`src/rtl/adder_share_arb.sv`:
```
// Time-shares one WIDTH-bit adder between two level-request clients; grant at N+1, done/res at N+2, idle at N+3.
// Round-robin by default, fixed priority (client 0 wins) when ADD_SHARE_FIXED_PRIO_EN is defined.

module adder_share_mux #(
  parameter int WIDTH = 16
) (
  input  logic             sel,
  input  logic [WIDTH-1:0] d0,
  input  logic [WIDTH-1:0] d1,
  output logic [WIDTH-1:0] y
);
  assign y = sel ? d1 : d0;
endmodule

module adder_share_arb #(
  parameter int WIDTH = 16
) (
  input  logic             clk,
  input  logic             rst_n,
  input  logic             req0,
  input  logic [WIDTH-1:0] a0,
  input  logic [WIDTH-1:0] b0,
  input  logic             req1,
  input  logic [WIDTH-1:0] a1,
  input  logic [WIDTH-1:0] b1,
  output logic [WIDTH-1:0] add_a,
  output logic [WIDTH-1:0] add_b,
  input  logic [WIDTH-1:0] add_s,
  input  logic             add_co,
  output logic             sel,
  output logic             gnt0,
  output logic             gnt1,
  output logic             done0,
  output logic             done1,
  output logic [WIDTH-1:0] res,
  output logic             res_co,
  output logic             busy
);

  typedef enum logic [1:0] {IDLE, EXEC, RESP} state_t;

  state_t state;
  logic   win;

  adder_share_mux #(.WIDTH(WIDTH)) u_mux_a (
    .sel (sel),
    .d0  (a0),
    .d1  (a1),
    .y   (add_a)
  );

  adder_share_mux #(.WIDTH(WIDTH)) u_mux_b (
    .sel (sel),
    .d0  (b0),
    .d1  (b1),
    .y   (add_b)
  );

`ifdef ADD_SHARE_FIXED_PRIO_EN
  assign win = req1 & ~req0;
`else
  logic last;
  // Under contention the client that was not served last wins.
  assign win = req1 & (~req0 | ~last);
`endif

  always_ff @(posedge clk) begin
    if (!rst_n) begin
      state  <= IDLE;
      sel    <= 1'b0;
      gnt0   <= 1'b0;
      gnt1   <= 1'b0;
      done0  <= 1'b0;
      done1  <= 1'b0;
      res    <= '0;
      res_co <= 1'b0;
      busy   <= 1'b0;
`ifndef ADD_SHARE_FIXED_PRIO_EN
      last   <= 1'b1;
`endif
    end else begin
      done0 <= 1'b0;
      done1 <= 1'b0;
      case (state)
        IDLE: begin
          if (req0 || req1) begin
            sel   <= win;
            gnt0  <= ~win;
            gnt1  <= win;
            busy  <= 1'b1;
            state <= EXEC;
          end
        end
        EXEC: begin
          res    <= add_s;
          res_co <= add_co;
          done0  <= gnt0;
          done1  <= gnt1;
          state  <= RESP;
        end
        RESP: begin
          gnt0  <= 1'b0;
          gnt1  <= 1'b0;
          busy  <= 1'b0;
`ifndef ADD_SHARE_FIXED_PRIO_EN
          last  <= sel;
`endif
          state <= IDLE;
        end
        default: state <= IDLE;
      endcase
    end
  end

endmodule
```
`config.mk`:
```
export PLATFORM = sky130hd
export DESIGN_NAME = adder_share_arb
export DESIGN_NICKNAME = d
export VERILOG_FILES = /design/src/rtl/adder_share_arb.sv
export SDC_FILE = /design/constraint.sdc
export NUM_CORES = 1
export LEC_CHECK = 0
export ABC_AREA = 1
export CAP_MARGIN = 20
export CELL_PAD_IN_SITES_DETAIL_PLACEMENT = 1
export CELL_PAD_IN_SITES_GLOBAL_PLACEMENT = 1
export CORE_ASPECT_RATIO = 1.4
export CORE_MARGIN = 2
export CORE_UTILIZATION = 20
export DETAILED_ROUTE_END_ITERATION = 8
export HOLD_SLACK_MARGIN = 0.05
export PLACE_DENSITY = 0.91
export SYNTH_ARGS = -nofsm -noshare
export SYNTH_HDL_FRONTEND = slang
export SYNTH_SLANG_ARGS = --single-unit
```
`constraint.sdc`:
```
create_clock -name clk -period 2.45 [get_ports clk]
set_input_delay 0.49 -clock clk [delete_from_list [all_inputs] [get_ports clk]]
set_output_delay 0.49 -clock clk [all_outputs]
set_load 0.05 [all_outputs]
```
==> results.yml <==
timing:
  tightest_slew_ns: 0.5281
  rsz0062_at_grt: "no"
  fmax_ghz: 0.5093
  finalHoldViolations: 0
  finalSetupViolCount: 0
  slew_viol_final: 0
  min_period_ns: 1.963
  clock-skew-final_ns: 0.003357
  period_share_pct: 80.14
  fin_setup_tns_ns: 0
  hold_slack_ns: 0.4689
  slew_headroom_pct: 64.68
  setup_slack_ns: 0.4866
routing:
  drt_pass1_iterations: 5
  drt_iter0_markers: 30
  routed_via_density: 4.434
  route.detailed.drc: 0
  vias: 1574
  totalWireLength_um: 5597
  drtAntennaViolNets: 0
  wl_per_cell_um: 15.77
power:
  p_leak_nw: 1.268
  p_clk_share_pct: 17.1
  netSwitchingPower_w: 0.0005870
  swShare_pct: 36.72
  p_seq_share_pct: 30.0
  pwr-share-comb_pct: 52.9
  internal_power_w: 0.001012
  ir_drop_mv: 0.4426
  powerDensity_nw_per_um2: 511.9
placement:
  dpl.hpwl_um: 4703
  dpl-instance-area_sq_um: 3068
  gp_congestion: 0.7261
  placement.io_buffers: 139
  pre_cts_ws_ns: 0.5734
die:
  coreArea_sq_um: 6296
  num_io_pins: 140
  num_rows: 34
  initial_core_util_pct: 20.87
  dieArea_sq_um: 7242
  die_w_um: 72.50
  die_h_um: 99.90
clock_network:
  cts_resized: 0
  cts_sinks: 26
  post-cts-setup-buffer-count: 0
  clock-root-buffer: "clkbuf_8"
  clk_latency_ns: 0.27
  cts_hold_buf: 0
  tritoncts: "built"
  cts.path.max_buffers: 2
  numCtsBuffers: 3
  htreeDepth: 1
  clk_pin_slew_ns: 0.09
layout:
  final_nets: 369
  syn2layout_area_growth_pct: 137.7
  final_util_pct: 49.60
  final_cell_area_sq_um: 3123
  diodes: 0
  drive_above_1_share_pct: 26.50
setup_path:
  start_kind: "register"
  worstSetupPathType: "reg2out"
  required_ns: 1.96
  max_stage_delay_ns: 0.40
  path_cells: "buf_12 > mux2_2 > buf_12"
  r2r_start: "state[0]"
  r2r_slack_ns: 1.11
  critPathMaxFanout: 33
  crit-reg2reg-capture: "res[5]"
  rr_worst_depth: 5
  cp_common_cell: "buf_12"
  endpoint_kind: "output pin"
  cp.arrival_ns: 1.47
  slowest_stage: "dfxtp_1"
min_path:
  hold_end: "last"
  hold_start: "last"
  hold_class: "reg2reg"
  min_delay_path_depth: 2
synthesis:
  async_flop_share_pct: 0
  synth_cell_types: 17
  synth_edf_count: 0
  syn_inst: 147
  synth.top_cell.area_share_pct: 39.62
  synth_nets: 232
  avgSynthCellArea_sq_um: 8.937
  ys_ff_latch: 26
  yosysWarnings: 0
  synth_ff_type: "dfxtp_1"
  yosysTopAreaCell: "dfxtp_1"
  synth_area_sq_um: 1314
  synth.top_cells.by_count: "36 x nor2_1, 32 x mux2_2, 26 x dfxtp_1, 10 x o21ai_0, 9 x nand2_1"
  yosysSeqAreaShare_pct: 39.62
  ys_top_cells_by_area: "dfxtp_1 40%, mux2_2 27%, nor2_1 10%, buf_6 4.3%, o21ai_0 3.8%"
  synth.most_common_cell: "nor2_1"
global_routing:
  antenna_found_initial: 1
  grt_pass1_vias: 1606
  grt_pass1_wl_um: 8114
  grt_util_all_layers_pct: 14.41
  grt.overflow.total: 0
  grt_start_max_net_pins: 34
flow_run:
  drv_cap: 0
status:
  status: "finished, final reports clean"
-- worst max-delay path by stage --
| stage | startpoint | end | slack [ns] | cells after the start |
|---|---|---|---|---|
| CTS | sel | add_a[15] | 0.47 | 3 |
| detailed placement | b1[9] | add_b[9] | 0.57 | 3 |
| floorplan | sel | add_a[0] | 0.51 | 3 |
| global placement | b1[9] | add_b[9] | 0.58 | 3 |
| finish | sel | add_a[15] | 0.49 | 3 |
| global route | sel | add_a[15] | 0.43 | 3 |
-- cells by family after synthesis --
kind of cell | count (synthesis) | synth area share, %
simple gates | 54 | 17.05
compound gates | 21 | 8.000
flops | 26 | 39.62
mux | 32 | 27.43
buf+inv | 14 | 7.905
-- layout by cell type (no fill, tap or decap) --
cell type	count
clkbuf_8	4
mux2_2	32
and3_1	2
buf_12	34
a21oi_1	3
nor2_4	1
inv_1	3
nand2_1	9
o21ai_0	10
clkdlybuf4s50_1	106
dfxtp_1	26
buf_4	1
nor2_2	1
nor2_1	36
nand3_1	5
inv_2	2
o21ai_1	8
-- power by group through the flow --
stage	Clock [W]	Sequential (W)	Combinational [W]
finish	0.000274	0.000480	0.000845
global route	0.000294	0.000485	0.000880
CTS	0.000280	0.000481	0.000853
detailed placement	0	0.000491	0.000850
global placement	0	0.000488	0.000835
floorplan	0	0.000602	0.000309
-- state kept, by name, summed over array words and instances, names as in the netlist --
| signal | flops |
|---|---|
| busy | 1 |
| last | 1 |
| done0 | 1 |
| res_co | 1 |
| done1 | 1 |
| res | 16 |
| state | 2 |
| gnt0 | 1 |
| gnt1 | 1 |
| sel | 1 |
-- layout make-up --
class	instances	area [sq um]
fill	672	3173
timing repair buffer	141	1749
multi-input combinational	107	689.4
sequential	26	520.5
tap	72	90.09
clock buffer	4	55.05
inverter	5	18.77
-- stage by stage --
stage	cells	power [W]
3_3_place_gp	351	0.001323
5_1_grt	355	0.001660
2_1_floorplan	147	0.0009103
4_1_cts	355	0.001614
6_report	355	0.001599
3_5_place_dp	351	0.001341
-- worst max-delay path: cells and delay by family (launching register included) --
kind                   cells  cell delay [ns]
DFF                        1             0.40
muxes                      1             0.40
buffers and inverters      2             0.39
-- metal layers --
| metal | routed length [um] | GRT usage, % | vias to the layer above | part of all wire, % |
|---|---|---|---|---|
| met5 | 13 | 0 | - | 0.23 |
| met4 | 150 | 5.128 | 2 | 2.7 |
| met3 | 774 | 6.225 | 18 | 14 |
| met2 | 2806 | 26.18 | 107 | 50 |
| met1 | 1852 | 14.37 | 684 | 33 |
| li1 | - | - | 763 | - |
No activity file was read; power rests on OpenSTA's default activity.
